[config.mk]
export PLATFORM = sky130hd
export DESIGN_NAME = wb_master_cmd
export DESIGN_NICKNAME = d
export VERILOG_FILES = /design/src/rtl/wb_master_cmd_pkg.sv /design/src/rtl/wb_lane_align.sv /design/src/rtl/wb_master_cmd.sv
export SDC_FILE = /design/constraint.sdc
export NUM_CORES = 1
export LEC_CHECK = 0
export ABC_AREA = 1
export CORE_UTILIZATION = 49
export DETAILED_ROUTE_END_ITERATION = 8
export PLACE_DENSITY = 0.95
export SETUP_SLACK_MARGIN = 0.2
export SKIP_LAST_GASP = 1
export SLEW_MARGIN = 5
export SYNTH_ARGS = -nofsm -noshare
export SYNTH_HDL_FRONTEND = slang
export SYNTH_HIERARCHICAL = 1
export SYNTH_SLANG_ARGS = --single-unit
[constraint.sdc]
create_clock -name clk -period 10.73 [get_ports clk]
set_input_delay 2.6825 -clock clk [delete_from_list [all_inputs] [get_ports clk]]
set_output_delay 2.6825 -clock clk [all_outputs]
set_load 0.03 [all_outputs]
[src/rtl/wb_master_cmd_pkg.sv]
// Shared definitions for the Wishbone command initiator.
//   - transfer size encodings carried on cmd_size
//   - FSM state encoding (also exported on the debug port)
//   - default bus timeout
//   - alignment legality helper used when a command is accepted
package wb_master_cmd_pkg;

  localparam logic [1:0] SIZE_BYTE = 2'd0;
  localparam logic [1:0] SIZE_HALF = 2'd1;
  localparam logic [1:0] SIZE_WORD = 2'd2;
  localparam logic [1:0] SIZE_BAD  = 2'd3;

  localparam int TIMEOUT_DEFAULT = 16;

  typedef enum logic [1:0] {
    ST_IDLE = 2'd0,
    ST_REQ  = 2'd1,
    ST_RESP = 2'd2
  } state_t;

  // A transfer is legal when its size is defined and the byte offset is a
  // multiple of the transfer width.
  function automatic logic is_legal(input logic [1:0] size, input logic [1:0] off);
    case (size)
      SIZE_BYTE: return 1'b1;
      SIZE_HALF: return ~off[0];
      SIZE_WORD: return (off == 2'b00);
      default:   return 1'b0;
    endcase
  endfunction

endpackage

[src/rtl/wb_lane_align.sv]
// Combinational byte-lane helper.
// Ports:
//   size      : transfer size (byte/half/word)
//   off       : byte offset addr[1:0]
//   wdata     : right-aligned write data
//   rdata     : raw 32-bit bus read data
//   sel       : Wishbone byte lane selects
//   wdata_rep : write data replicated across all lanes of its width
//   rdata_ext : addressed lane shifted down and zero-extended
module wb_lane_align
  import wb_master_cmd_pkg::*;
(
  input  logic [1:0]  size,
  input  logic [1:0]  off,
  input  logic [31:0] wdata,
  input  logic [31:0] rdata,
  output logic [3:0]  sel,
  output logic [31:0] wdata_rep,
  output logic [31:0] rdata_ext
);

  logic [31:0] rshift;

  // Bring the addressed byte lane down to bit 0.
  assign rshift = rdata >> {off, 3'b000};

  always_comb begin
    sel       = 4'b0000;
    wdata_rep = wdata;
    rdata_ext = 32'd0;
    case (size)
      SIZE_BYTE: begin
        sel       = 4'b0001 << off;
        wdata_rep = {4{wdata[7:0]}};
        rdata_ext = {24'd0, rshift[7:0]};
      end
      SIZE_HALF: begin
        sel       = off[1] ? 4'b1100 : 4'b0011;
        wdata_rep = {2{wdata[15:0]}};
        rdata_ext = {16'd0, rshift[15:0]};
      end
      SIZE_WORD: begin
        sel       = 4'b1111;
        wdata_rep = wdata;
        rdata_ext = rdata;
      end
      default: ;
    endcase
  end

endmodule

[src/rtl/wb_master_cmd.sv]
// Wishbone classic initiator driven by a valid/ready command port.
// One command produces at most one single read/write bus cycle and exactly
// one response (unless reset intervenes).
//
// Handshakes: a command transfers on a clock edge where cmd_valid & cmd_ready;
// a response retires on an edge where rsp_valid & rsp_ready. rsp_valid and its
// payload are held stable until retirement.
//
// Ports:
//   clk, rst          : clock, asynchronous active-high reset
//   cmd_*             : command in (we, size, byte addr, right-aligned data)
//   rsp_*             : response out (data right-aligned/zero-extended, err)
//   wbm_*             : Wishbone classic master signals
//   dbg_state         : current FSM state
module wb_master_cmd
  import wb_master_cmd_pkg::*;
#(
  parameter int ADDR_BITS = 32,
  parameter int TIMEOUT   = TIMEOUT_DEFAULT,
  parameter int TO_BITS   = 5
) (
  input  logic                 clk,
  input  logic                 rst,
  input  logic                 cmd_valid,
  output logic                 cmd_ready,
  input  logic                 cmd_we,
  input  logic [1:0]           cmd_size,
  input  logic [ADDR_BITS-1:0] cmd_addr,
  input  logic [31:0]          cmd_data,
  output logic                 rsp_valid,
  input  logic                 rsp_ready,
  output logic [31:0]          rsp_data,
  output logic                 rsp_err,
  output logic                 wbm_cyc_o,
  output logic                 wbm_stb_o,
  output logic [ADDR_BITS-3:0] wbm_addr_o,
  output logic [3:0]           wbm_sel_o,
  output logic [31:0]          wbm_data_o,
  output logic                 wbm_we_o,
  input  logic [31:0]          wbm_data_i,
  input  logic                 wbm_ack_i,
  output state_t               dbg_state
);

  state_t             state, state_next;
  logic               lat_we;
  logic [1:0]         lat_size;
  logic [1:0]         lat_off;
  logic [TO_BITS-1:0] to_cnt;

  logic               cmd_legal;
  logic               timeout_hit;
  logic [1:0]         align_size;
  logic [1:0]         align_off;
  logic [3:0]         sel_w;
  logic [31:0]        wdata_w;
  logic [31:0]        rdata_w;

  assign cmd_legal = is_legal(cmd_size, cmd_addr[1:0]);

  // to_cnt holds the number of REQ cycles already completed, so the edge that
  // ends the TIMEOUT-th cycle sees TIMEOUT-1.
  assign timeout_hit = (to_cnt == TO_BITS'(TIMEOUT - 1));

  // Lane helper is shared: in IDLE it shapes the incoming command, afterwards
  // it extracts read data for the latched command.
  assign align_size = (state == ST_IDLE) ? cmd_size       : lat_size;
  assign align_off  = (state == ST_IDLE) ? cmd_addr[1:0]  : lat_off;

  wb_lane_align u_lane_align (
    .size      (align_size),
    .off       (align_off),
    .wdata     (cmd_data),
    .rdata     (wbm_data_i),
    .sel       (sel_w),
    .wdata_rep (wdata_w),
    .rdata_ext (rdata_w)
  );

  // State is IDLE while reset is held, so gate ready with rst explicitly.
  assign cmd_ready = (state == ST_IDLE) && !rst;
  assign dbg_state = state;

  always_ff @(posedge clk or posedge rst) begin
    if (rst) state <= ST_IDLE;
    else     state <= state_next;
  end

  always_comb begin
    state_next = state;
    case (state)
      ST_IDLE: if (cmd_valid) state_next = cmd_legal ? ST_REQ : ST_RESP;
      ST_REQ:  if (wbm_ack_i || timeout_hit) state_next = ST_RESP;
      ST_RESP: if (rsp_ready) state_next = ST_IDLE;
      default: state_next = ST_IDLE;
    endcase
  end

  always_ff @(posedge clk or posedge rst) begin
    if (rst) begin
      lat_we     <= 1'b0;
      lat_size   <= SIZE_BYTE;
      lat_off    <= 2'b00;
      to_cnt     <= '0;
      rsp_valid  <= 1'b0;
      rsp_data   <= 32'd0;
      rsp_err    <= 1'b0;
      wbm_cyc_o  <= 1'b0;
      wbm_stb_o  <= 1'b0;
      wbm_addr_o <= '0;
      wbm_sel_o  <= 4'b0000;
      wbm_data_o <= 32'd0;
      wbm_we_o   <= 1'b0;
    end else begin
      case (state)
        ST_IDLE: begin
          if (cmd_valid) begin
            lat_we   <= cmd_we;
            lat_size <= cmd_size;
            lat_off  <= cmd_addr[1:0];
            to_cnt   <= '0;
            if (cmd_legal) begin
              wbm_cyc_o  <= 1'b1;
              wbm_stb_o  <= 1'b1;
              wbm_addr_o <= cmd_addr[ADDR_BITS-1:2];
              wbm_sel_o  <= sel_w;
              wbm_data_o <= wdata_w;
              wbm_we_o   <= cmd_we;
            end else begin
              rsp_valid <= 1'b1;
              rsp_err   <= 1'b1;
              rsp_data  <= 32'd0;
            end
          end
        end
        ST_REQ: begin
          // Ack is checked first so it wins over a simultaneous timeout.
          if (wbm_ack_i || timeout_hit) begin
            wbm_cyc_o <= 1'b0;
            wbm_stb_o <= 1'b0;
            wbm_we_o  <= 1'b0;
            wbm_sel_o <= 4'b0000;
            rsp_valid <= 1'b1;
            to_cnt    <= '0;
            if (wbm_ack_i) begin
              rsp_err  <= 1'b0;
              rsp_data <= lat_we ? 32'd0 : rdata_w;
            end else begin
              rsp_err  <= 1'b1;
              rsp_data <= 32'd0;
            end
          end else begin
            to_cnt <= to_cnt + 1'b1;
          end
        end
        ST_RESP: begin
          if (rsp_ready) begin
            rsp_valid <= 1'b0;
            rsp_data  <= 32'd0;
            rsp_err   <= 1'b0;
          end
        end
        default: ;
      endcase
    end
  end

endmodule

* After elaboration in Yosys (flattened, before gate mapping)
Index checks and enable logic that the tools add are counted.
** Storage, ports and cells
- Register bits :: 114
- Output and inout port bits :: 106
- Input port bits :: 104
- Word-level logic and storage cells :: 85
** Cells by class
- Shift operators :: 2
- Multiplexer cells :: 41
- Bitwise logic cells :: 1
- Reductions and logical operators :: 15
- Equality and inequality tests :: 12
- Add/sub/neg operators :: 1
** Operators with widths (count)
- $mux 32 :: 6
- $pmux 32 s3 :: 2
- $pmux 32 s2 :: 1
- $shr 32x5->16 :: 1
- $mux 4 :: 4
- $mux 2 :: 6
- $pmux 4 s3 :: 1
- $mux 1 :: 11
- $mux 5 :: 2
- $ne 2x2->1 const B :: 5
- $pmux 5 s2 :: 1
- $pmux 1 s3 :: 3
- $logic_not 2->1 :: 4
- $pmux 4 s2 :: 1
- $eq 2x1->1 const B :: 3
- $eq 2x2->1 const B :: 3
- $pmux 2 s3 :: 1
- $reduce_and 3->1 :: 2
- $add 5x1->5 const B :: 1
- $eq 5x4->1 const B :: 1
- $reduce_and 5->1 :: 1
- $pmux 1 s2 :: 2
- $reduce_and 2->1 :: 2
- $reduce_and 4->1 :: 1
- 7 further kinds :: 7

* Longest topological paths before layout
- Word-level depth :: 8
- Depth in mapped cells :: 12
- Gate-level depth less buffers :: 11

* By module
The synthesis kept the hierarchy.
** By module, submodules not included
- wb_master_cmd :: cells each 553, instances 1, seq. area each 2852.7 um^2, area each 4837.1 um^2
- wb_lane_align :: cells each 249, instances 1, seq. area each 0.0 um^2, area each 1149.9 um^2

* Least setup slack after synthesis
No wires, ideal clock.
- Path type :: input to output
- Start :: in rst
- End :: out cmd_ready
- Cell stages on the path :: 1
- Setup slack :: 4.713 ns
- Data arrival time :: 3.334 ns
- Path buffers :: 0
- Data required time :: 8.048 ns
- Cell sequence :: nor3_1
** On the way
- Longest elaborated chain between the ends :: 2
** Ends and longest elaborated chain
- start: declaration :: line wb_master_cmd.sv:23 : input logic rst,
- $logic_not 1->1 (no source line)
- $logic_and 1x1->1 :: line wb_master_cmd.sv:81 : assign cmd_ready = (state == ST_IDLE) && !rst;
- end: declaration :: line wb_master_cmd.sv:25 : output logic cmd_ready,
Every way passes these cells.

* Worst setup path after layout
Ends and elaborated chain as after synthesis.

==> implementation parameters <==
Parameter                              Value

Status
  Outcome ... completed

Synth
  Post-synth design cell area ... 5990 um2
  EDFF count, synth ... 0
  Prevailing post-synth register cell ... dfrtp_1
  Mean instance size in the synthesized netlist ... 7.47 um2
  Share of synthesized flip-flops with an asynchronous set or reset ... 100%
  Post-synthesis net count ... 908
  Post-Syn Instances ... 802
  Sequential cell area fraction in the yosys report ... 47.6%
  Cell with the most instances after synthesis ... nand2_1
  Distinct cells, synth ... 27
  Most instantiated cells after synthesis ... nand2_1 (417), dfrtp_1 (114), inv_1 (65)
  Number of register bits inferred by synthesis ... 114
  Area leader, netlist ... dfrtp_1
  Portion of synthesized cell area occupied by the leading cell type ... 47.6%
  Cell types occupying the most area after synthesis ... dfrtp_1 (48%), nand2_1 (26%), o21bai_1 (4.3%), inv_1 (4.1%), nand3_1 (3.7%)
  Synthesis Warnings ... 6

Die
  I/O pin count ... 210
  Chip Height ... 113 um
  Std cell rows ... 40
  Initial core utilization ... 50.1%
  Core Region ... 12000 um2
  Chip Width ... 113 um
  Die area ... 12700 um2

Detailed routing
  Post-route DRC violation count ... 0
  Number of nets with antenna violations after detailed routing ... 0
  Violation count after the first detailed-routing iteration ... 385
  Wirelength per Cell ... 15.1 um
  Vias per cell ... 5.06
  Detailed-route via count ... 5815
  Routed Wire Length ... 17.4 mm
  Number of optimization iterations in the first detailed-route pass ... 6

STA
  Total Negative Setup Slacks ... 0 ps
  Clock period minus final worst setup slack ... 6670 ps
  Unrepaired setup endpoints after global routing ... false
  Final Cycle Share ... 62.2%
  Clock Skew ... 8.05 ps
  Number of endpoints failing setup at the final stage ... 0
  Max transition margin ... 20.4%
  Maximum clock frequency ... 150 MHz
  Worst Tran Pin Value ... 1190 ps
  Final Hold Violating Endpoints ... 0
  Max-slew violations ... 0

Worst setup path
  Kind of launch point of the worst setup path ... primary input
  Setup CP Type ... in -> out
  Length in cells of the worst reg-to-reg path ... 9
  Endpoint required time on the critical path ... 8050 ps
  Data arrival, critical path ... 3990 ps
  RR Startpoint ... dbg_state[0]
  Worst Path Max Fanout ... 2
  Critical R2R Capture ... rsp_data[3]
  Register-to-register setup slack ... 7920 ps
  Critical path capture point type ... output port

Place
  PortBufs ... 209
  Half-perimeter wire length after placement ... 11.8 mm
  Weighted congestion at the end of routability-driven global placement ... 0.870
  Area after DPL ... 7980 um2

Hold path
  HP Start ... wbm_addr_o[1]
  Worst hold path depth ... 2
  Class of the most critical hold timing path ... reg -> reg
  Hold endpoint ... wbm_addr_o[1]

Cells and area
  Number of antenna repair diodes ... 0
  Fraction of layout cells with a size suffix above 1 ... 6.58%
  Finished Cell Area ... 8560 um2
  Layout overhead on the synthesized area ... 43.1%
  Net count reported at finish ... 1097

Clock tree
  Root Buffer Master ... clkbuf_16
  Number of instances resized during post-cts repair ... 0
  H-tree levels ... 4
  Hold buffer count at CTS ... 0
  TritonCTS clock tree ... built
  Cts bufs inserted ... 17
  Clock network latency to the later pin of the worst-skew pair ... 410 ps
  Clock transition at the registers of the reported paths ... 60 ps
  Number of sinks on the clock net ... 114
  Post-CTS setup-driven buffer insertion count ... 0
  Clock tree buffer depth ... 2

GRT
  Via count of the first global-routing pass ... 5855
  Number of antenna violations at the first check in global routing ... 0
  Overall global routing resource usage ... 28.8%
  Wire length of the first global-routing pass ... 28.2 mm
  Grt ovf ... 0
  Largest net degree at the start of global routing ... 69

Power
  Static leakage ... 4.47 nW
  Worst supply voltage drop on vdd ... 161 uV
  Power Dens Cells ... 298 nW/um2

Job
  Max-cap check violation count ... 0
flip-flops by register name, summed over array words and instances, names as in the netlist:
register    cells
lat_we          1
wbm_sel_o       4
wbm_we_o        1
lat_off         2
rsp_err         1
lat_size        2
rsp_data       32
wbm_data_o     32
wbm_stb_o       1
to_cnt          5
rsp_valid       1
dbg_state       2
wbm_addr_o     30
placed cells by master (no fill, tap or decap), drive strengths merged, types with 7 or more instances in the layout:
master,n
clkbuf,20
clkdlybuf4s50,209
a21oi,7
nand2,428
inv,72
dfrtp,114
o21ai,13
nand3,45
o21bai,34
nor2,35
worst max-delay path: stages:
cell	delay, ps
clkdlybuf4s50_1	470
nor3_1	150
clkdlybuf4s50_1	690
cell families after synthesis:
group / after synthesis / share of synthesized area [%]
AO/OA/AOI/OAI: 59 / 6.54
buffers and inverters: 116 / 10.1
adder cells (fa/ha/maj): 2 / 0.418
flip-flops: 114 / 47.6
AND/OR/NAND/NOR: 510 / 35.1
multiplexers: 1 / 0.188
stage by stage:
step	instances	total power, mW	util, %	setup WS [ps]	hold WS, ps
2_1_floorplan	802	1.54	-	4710	454
3_3_place_gp	1119	1.94	66.7	4070	453
3_5_place_dp	1119	1.97	66.7	4070	457
4_1_cts	1150	2.55	71.6	4060	472
5_1_grt	1150	2.70	71.6	4040	478
6_report	1150	2.55	71.6	4060	470
cell type report:
cell class	instances	area, um2
well taps	147	184
clock buffers	20	447
flip-flops and latches	114	2850
fillers	924	3400
clock inverters	11	138
multi-input cells	572	2540
inverters	72	275
repair buffers	214	2130
how the worst max path moves through the flow:
stage / cells past startpoint / to / from / slack [ps]
floorplan: 1 / cmd_ready / rst / 4710
finish: 3 / cmd_ready / rst / 4060
global route: 3 / cmd_ready / rst / 4040
CTS: 3 / cmd_ready / rst / 4060
global placement: 3 / cmd_ready / rst / 4070
detailed placement: 3 / cmd_ready / rst / 4070
report_power, final:
part | leakage, nW | switching (mW) | internal [mW] | total [mW]
Combinational | 2.71 | 0.851 | 0.458 | 1.31
Clock | 0.281 | 0.194 | 0.367 | 0.562
Sequential | 1.47 | 0.0949 | 0.583 | 0.678
Total | 4.47 | 1.14 | 1.41 | 2.55
per-layer routing:
metal | vias up | routed length, um | track usage (%) | share of wire [%]
li1 | 2815 | - | - | -
met1 | 2684 | 6890 | 33.4 | 40
met2 | 263 | 8480 | 49.2 | 49
met3 | 53 | 1310 | 6.80 | 7.5
met4 | 0 | 678 | 16.1 | 3.9
met5 | - | 0 | 0 | 0
Power figures use the tool's default switching activity.
